### src/rtl/frame_writer_pkg.sv
// Shared types and constants for the frame_writer stream-to-memory block.
package frame_writer_pkg;

  typedef enum logic [1:0] {
    FW_IDLE  = 2'd0,
    FW_WRITE = 2'd1,
    FW_DONE  = 2'd2
  } fw_state_t;

  localparam int ROW_W = 16;
  localparam int COL_W = 16;

  function automatic int FW_PIX_TOTAL(input int img_w, input int img_h);
    return img_w * img_h;
  endfunction

endpackage

### src/rtl/frame_addr_gen.sv
// Raster position and word-address counters for frame_writer; the address is
// an incremental counter so no row*width product is ever formed.
module frame_addr_gen
  import frame_writer_pkg::*;
#(
  parameter int          IMG_W     = 256,
  parameter int          IMG_H     = 256,
  parameter int unsigned BASE_ADDR = 32'd0,
  parameter int          ADDR_W    = 32
) (
  input  logic              clk,
  input  logic              reset,
  input  logic              clear_i,
  input  logic              advance_i,
  output logic [ROW_W-1:0]  row_o,
  output logic [COL_W-1:0]  col_o,
  output logic [ADDR_W-1:0] addr_o,
  output logic              last_o
);

  localparam logic [COL_W-1:0]  COL_LAST   = COL_W'(IMG_W - 1);
  localparam logic [ROW_W-1:0]  ROW_LAST   = ROW_W'(IMG_H - 1);
  localparam logic [ADDR_W-1:0] ADDR_FIRST = ADDR_W'(BASE_ADDR);
  localparam logic [ADDR_W-1:0] ADDR_LAST  =
    ADDR_W'(BASE_ADDR + 32'(FW_PIX_TOTAL(IMG_W, IMG_H)) - 32'd1);

  logic [ROW_W-1:0]  row_q, row_d;
  logic [COL_W-1:0]  col_q, col_d;
  logic [ADDR_W-1:0] addr_q, addr_d;

  // Next-position logic: clear wins over advance; column wraps into the next row.
  always_comb begin
    row_d  = row_q;
    col_d  = col_q;
    addr_d = addr_q;
    if (clear_i) begin
      row_d  = {ROW_W{1'b0}};
      col_d  = {COL_W{1'b0}};
      addr_d = ADDR_FIRST;
    end else if (advance_i) begin
      addr_d = addr_q + ADDR_W'(1);
      if (col_q == COL_LAST) begin
        col_d = {COL_W{1'b0}};
        if (row_q == ROW_LAST) begin
          row_d = {ROW_W{1'b0}};
        end else begin
          row_d = row_q + ROW_W'(1);
        end
      end else begin
        col_d = col_q + COL_W'(1);
      end
    end else begin
      row_d  = row_q;
      col_d  = col_q;
      addr_d = addr_q;
    end
  end

  // Counter registers.
  always_ff @(posedge clk or posedge reset) begin
    if (reset) begin
      row_q  <= {ROW_W{1'b0}};
      col_q  <= {COL_W{1'b0}};
      addr_q <= {ADDR_W{1'b0}};
    end else begin
      row_q  <= row_d;
      col_q  <= col_d;
      addr_q <= addr_d;
    end
  end

  assign row_o  = row_q;
  assign col_o  = col_q;
  assign addr_o = addr_q;
  assign last_o = (addr_q == ADDR_LAST);

endmodule

### src/rtl/frame_writer.sv
// Raster pixel stream to RAM writer, one pixel per word, row-major from BASE_ADDR.
// Optional FRAME_WRITER_CHECKSUM_EN adds a mod-2^16 pixel sum output.
module frame_writer
  import frame_writer_pkg::*;
#(
  parameter int          IMG_W     = 256,
  parameter int          IMG_H     = 256,
  parameter int unsigned BASE_ADDR = 32'd0,
  parameter int          ADDR_W    = 32,
  parameter int          DATA_W    = 32,
  parameter int          PIX_W     = 8
) (
  input  logic              clk,
  input  logic              reset,
  input  logic              start,
  input  logic              abort,
  input  logic              pix_valid,
  input  logic [PIX_W-1:0]  pix_data,
  output logic              pix_ready,
  output logic [ADDR_W-1:0] mem_addr,
  output logic [DATA_W-1:0] mem_wdata,
  output logic              mem_we,
  output logic              busy,
  output logic              done,
  output logic [ROW_W-1:0]  row,
  output logic [COL_W-1:0]  col
`ifdef FRAME_WRITER_CHECKSUM_EN
  ,
  output logic [15:0]       checksum
`endif
);

  fw_state_t         state_q;
  logic              mem_we_q;
  logic              busy_q;
  logic              done_q;
  logic [ADDR_W-1:0] mem_addr_q;
  logic [DATA_W-1:0] mem_wdata_q;

  logic              accept_s;
  logic              clear_s;
  logic              last_s;
  logic [ADDR_W-1:0] addr_s;

  assign pix_ready = (state_q == FW_WRITE);
  assign accept_s  = pix_valid & pix_ready;
  // Entering WRITE from IDLE or DONE; abort in the same cycle suppresses it.
  assign clear_s   = start & ~abort & (state_q != FW_WRITE);

  frame_addr_gen #(
    .IMG_W     (IMG_W),
    .IMG_H     (IMG_H),
    .BASE_ADDR (BASE_ADDR),
    .ADDR_W    (ADDR_W)
  ) u_addr_gen (
    .clk       (clk),
    .reset     (reset),
    .clear_i   (clear_s),
    .advance_i (accept_s),
    .row_o     (row),
    .col_o     (col),
    .addr_o    (addr_s),
    .last_o    (last_s)
  );

  // Frame FSM with registered write port and status flags.
  always_ff @(posedge clk or posedge reset) begin
    if (reset) begin
      state_q     <= FW_IDLE;
      mem_we_q    <= 1'b0;
      mem_addr_q  <= {ADDR_W{1'b0}};
      mem_wdata_q <= {DATA_W{1'b0}};
      busy_q      <= 1'b0;
      done_q      <= 1'b0;
    end else begin
      mem_we_q <= accept_s;
      if (accept_s) begin
        mem_addr_q  <= addr_s;
        mem_wdata_q <= DATA_W'(pix_data);
      end
      case (state_q)
        FW_IDLE, FW_DONE: begin
          if (abort) begin
            state_q <= FW_IDLE;
          end else if (start) begin
            state_q <= FW_WRITE;
            busy_q  <= 1'b1;
            done_q  <= 1'b0;
          end
        end
        FW_WRITE: begin
          if (abort) begin
            state_q <= FW_IDLE;
            busy_q  <= 1'b0;
          end else if (accept_s && last_s) begin
            state_q <= FW_DONE;
            busy_q  <= 1'b0;
            done_q  <= 1'b1;
          end
        end
        default: begin
          state_q <= FW_IDLE;
          busy_q  <= 1'b0;
          done_q  <= 1'b0;
        end
      endcase
    end
  end

  assign mem_we    = mem_we_q;
  assign mem_addr  = mem_addr_q;
  assign mem_wdata = mem_wdata_q;
  assign busy      = busy_q;
  assign done      = done_q;

`ifdef FRAME_WRITER_CHECKSUM_EN
  logic [15:0] checksum_q;

  // Running sum of accepted pixels, restarted with each frame.
  always_ff @(posedge clk or posedge reset) begin
    if (reset) begin
      checksum_q <= 16'd0;
    end else if (clear_s) begin
      checksum_q <= 16'd0;
    end else if (accept_s) begin
      checksum_q <= checksum_q + 16'(pix_data);
    end
  end

  assign checksum = checksum_q;
`endif

endmodule

### config.mk
export PLATFORM = sky130hd
export DESIGN_NAME = frame_writer
export DESIGN_NICKNAME = d
export VERILOG_FILES = /design/src/rtl/frame_writer_pkg.sv /design/src/rtl/frame_addr_gen.sv /design/src/rtl/frame_writer.sv
export SDC_FILE = /design/constraint.sdc
export NUM_CORES = 1
export LEC_CHECK = 0
export BUFFER_PORTS_ARGS = -buffer_cell sky130_fd_sc_hd__buf_2
export CELL_PAD_IN_SITES_DETAIL_PLACEMENT = 0
export CELL_PAD_IN_SITES_GLOBAL_PLACEMENT = 2
export CORE_AREA = 2 2 134 136
export CTS_BUF_LIST = sky130_fd_sc_hd__clkbuf_2
export CTS_CLUSTER_DIAMETER = 60
export DETAILED_ROUTE_END_ITERATION = 8
export DIE_AREA = 0 0 136 138
export PLACE_DENSITY_LB_ADDON = 0.1
export SYNTH_ARGS = -nofsm -noshare
export SYNTH_HDL_FRONTEND = slang
export SYNTH_HIERARCHICAL = 1
export SYNTH_SLANG_ARGS = --single-unit
### constraint.sdc
create_clock -name clk -period 2.12 [get_ports clk]
set_input_delay 0.424 -clock clk [delete_from_list [all_inputs] [get_ports clk]]
set_output_delay 0.424 -clock clk [all_outputs]
set_load 0.02 [all_outputs]
==> summary.txt <==
Floorplanning
  – Die H: around 140 um
  – Core ar.: 17530 um^2
  – I/O pin total: roughly 110
  – Die X: between 100 and 150 um
  – Rows: between 40 and 50
  – Initial core utilization: between 30% and 40%
  – Die area: between 15000 and 20000 um^2

Finish
  – Number of diodes: 0
  – Final cell count without fillers: 902
  – Final Core Density: between 40 and 50%
  – Syn-to-layout area delta: 25.37%
  – Multi-input gate area: approximately 2900 um^2
  – Sequential Area: 2728 um^2
  – Nets: approximately 680
  – Commonest cells after routing, fill and taps aside: 109 x dfrtp_1, 87 x buf_2, 51 x buf_4
  – Filler cells: 1799
  – Share of post-route cells with drive strength above 1: between 30% and 40%
  – Commonest non-fill, non-tap cell in the layout: dfrtp_1

Clock network
  – Clock latency on the worst-skew pair: roughly 0.61 ns
  – H-tree Lvls: 3
  – TritonCTS buffer count: 9
  – Root buf cell: clkbuf_2
  – CTS tree: yes
  – Clk pin slew, worst setup/hold paths: 0.27 ns
  – CTS Sinks: between 100 and 150
  – CTS Buffer Depth: 2

Setup path
  – WP data arrival: between 2 and 3 ns
  – Crit path capture type: flip-flop
  – Worst Setup EP: u_addr_gen/addr_o[21]
  – Req. time, crit path: ~2.7 ns
  – WS Path Type: flip-flop to flip-flop
  – Crit-path max FO: 6
  – CP Launch Point: state_q[0]
  – R2r setup slk: approximately 0.029 ns
  – RR Endpoint: u_addr_gen/addr_o[21]
  – Path depth of the worst reg2reg path: 8
  – R2r startpoint: state_q[0]
  – Type of origin of the critical path: flip-flop

Timing
  – Relative slew slack: between 50% and 60%
  – Fmax: around 0.48 GHz
  – Final setup skew: 0.02145 ns
  – Fin crit share: 98.63%
  – RSZ-0062 raised after global routing: true
  – Fin. Hold Viols: 0
  – Setup TNS: 0 ns
  – Slew Limit Fails: 0
  – Worst Tran Pin Value: about 0.74 ns
  – Final setup viols: 0
  – Period minus WS final: ~2.1 ns

Place
  – Port Buffers: 88
  – Placed Cells: slightly below 900
  – Final HPWL DP: 9.941 mm
  – Global placement routability congestion: 0.7476

Global route
  – Initial antenna violation count: 0
  – Largest net degree at the start of global routing: 65
  – Vias in the first global route: 4506
  – First-pass GRT wire length: approximately 24 mm
  – Grt total ovfl: 0
  – Gr usage total: approximately 16%

Power and ir drop
  – Lkg Pwr: about 3.4 nW
  – Worst vdd ir: just over 300 uV
  – Power per cell area: approximately 570 nW/um^2

Yosys
  – Mapped Area: about 5700 um^2
  – Synth Warn #: 6
  – Flops & latches, synth: 109
  – Post-Syn Instances: around 530
  – Post-synth EDFFs: 0
  – Synthesized area per cell: 10.77 um^2
  – Seq/Total Area, Yosys: 48.25%
  – Synth unique cells: 54
  – Async set or reset register ratio after synthesis: 100.0%
  – Synth Flop Type: dfrtp_1

Detailed routing
  – Final wirelength: 14.61 mm
  – Initial DRT Pass Iterations: 4
  – # DRC: 0
  – Routed WL per cell: roughly 16 um
  – Via density: 4.999
  – Total number of vias: 4509
  – Final ANT Viol Nets: 0
  – Initial DRC Count: roughly 140

Worst hold path
  – Worst Hold Depth: 3
  – Hold/Removal Path Class: primary input to flip-flop

Flow run
  – Max cap viols: 0

Run status
  – Outcome: completed
-- cells in the mapped netlist (4+ instances only) --
cell type | n | area [um^2]
nor2_1 | 33 | 123.9
o22ai_1 | 4 | 25.02
dfrtp_1 | 109 | 2728
nor2b_1 | 13 | 81.33
mux2_4 | 39 | 585.6
and3_1 | 8 | 50.05
o31ai_1 | 14 | 105.1
mux2_2 | 11 | 123.9
nand4_1 | 15 | 93.84
and4_1 | 8 | 70.07
buf_4 | 25 | 187.7
nor4_1 | 16 | 100.1
xor2_1 | 10 | 87.58
inv_1 | 20 | 75.07
nand3_1 | 29 | 145.1
clkbuf_1 | 15 | 56.30
o21ai_0 | 12 | 60.06
nor3_1 | 4 | 20.02
xnor2_1 | 7 | 61.31
nand2b_1 | 4 | 25.02
a21oi_1 | 29 | 145.1
a22oi_1 | 4 | 30.03
or3_1 | 9 | 56.30
or4_1 | 12 | 90.09
buf_6 | 5 | 56.30
a41oi_1 | 5 | 43.79
nand2_1 | 27 | 101.4
-- power breakdown --
part | internal (W) | switching (W)
Combinational | 0.000294 | 0.000452
Sequential | 0.00220 | 0.000108
Clock | 0.000255 | 0.000695
Total | 0.00275 | 0.00126
-- what timing repair did --
action | in CTS | in global routing
hold endpoints to repair | 95 | 0
hold buffers | 10 | 0
buffers inserted | 1 | 4
pin swaps | 0 | 16
gates resized for setup | 2 | 41
gates cloned | 0 | 1
endpoints found under the setup margin | 5 | 37
-- per-stage QoR --
step / hold slack [ns] / total power [W] / instance area, um^2 / setup slack (ns)
floorplan: 0.4871 / 0.002846 / 5821 / -0.03901
global placement: 0.4861 / 0.003063 / 6635 / 0.03787
detailed placement: 0.4875 / 0.003066 / 6635 / -0.002667
CTS: 0.002472 / 0.004078 / 6854 / -0.01383
global route: 0.009607 / 0.004248 / 7087 / -0.05334
finish: 0.08173 / 0.004005 / 7087 / 0.02906
-- how the worst min path moves through the flow --
stage                       from           end  slack, ns
floorplan                  abort    state_q[1]       0.49
global placement    mem_wdata[2]  mem_wdata[2]       0.49
detailed placement   mem_addr[0]   mem_addr[0]       0.49
CTS                        start    state_q[1]      0.002
global route               start    state_q[1]       0.01
finish                     start    state_q[1]       0.08
-- layer usage --
metal	part of all wire (%)	GRT usage, %
met2	47	24.65
met5	0	0
met4	1.5	5.373
met1	48	21.72
met3	4.1	3.190
-- worst max-delay path, cell delays in order (launching register included) --
cell and delay, ns:
dfrtp_1 0.44, and2b_2 0.23, buf_6 0.13, nor2_4 0.12
o211a_4 0.27, nand2_8 0.09, buf_6 0.14, or4_4 0.50
a21oi_2 0.12
-- state kept, by name, indices dropped and copies added (netlist names) --
name / count
u_addr_gen/row_o: 16
mem_wdata: 8
done: 1
state_q: 2
u_addr_gen/col_o: 16
u_addr_gen/addr_o: 32
busy: 1
mem_we: 1
mem_addr: 32
-- kinds of logic (layout without fill, tap and decap cells) --
kind of cell               count (synthesis)  after routing  synth area share (%)
muxes                                     51             51                 12.73
other                                      1             24               0.06634
DFF                                      109            109                 48.25
and+or+nand+nor                          193            194                 19.32
buffers and inverters                     69            193                 6.950
AOI/OAI and AO/OA                         82             82                 9.385
adders and majority gates                  3              3                0.6641
xor gates and xnor gates                  17             17                 2.634
-- layout make-up --
class,count,share of cell area [%]
repair buffers,157,14.64
clock inverters,7,0.7945
inverters,20,1.095
flip-flops and latches,109,38.49
clock buffers,9,0.6356
well taps,229,4.043
multi-input cells,371,40.31
Note: power is estimated with default switching activity, not from simulation.
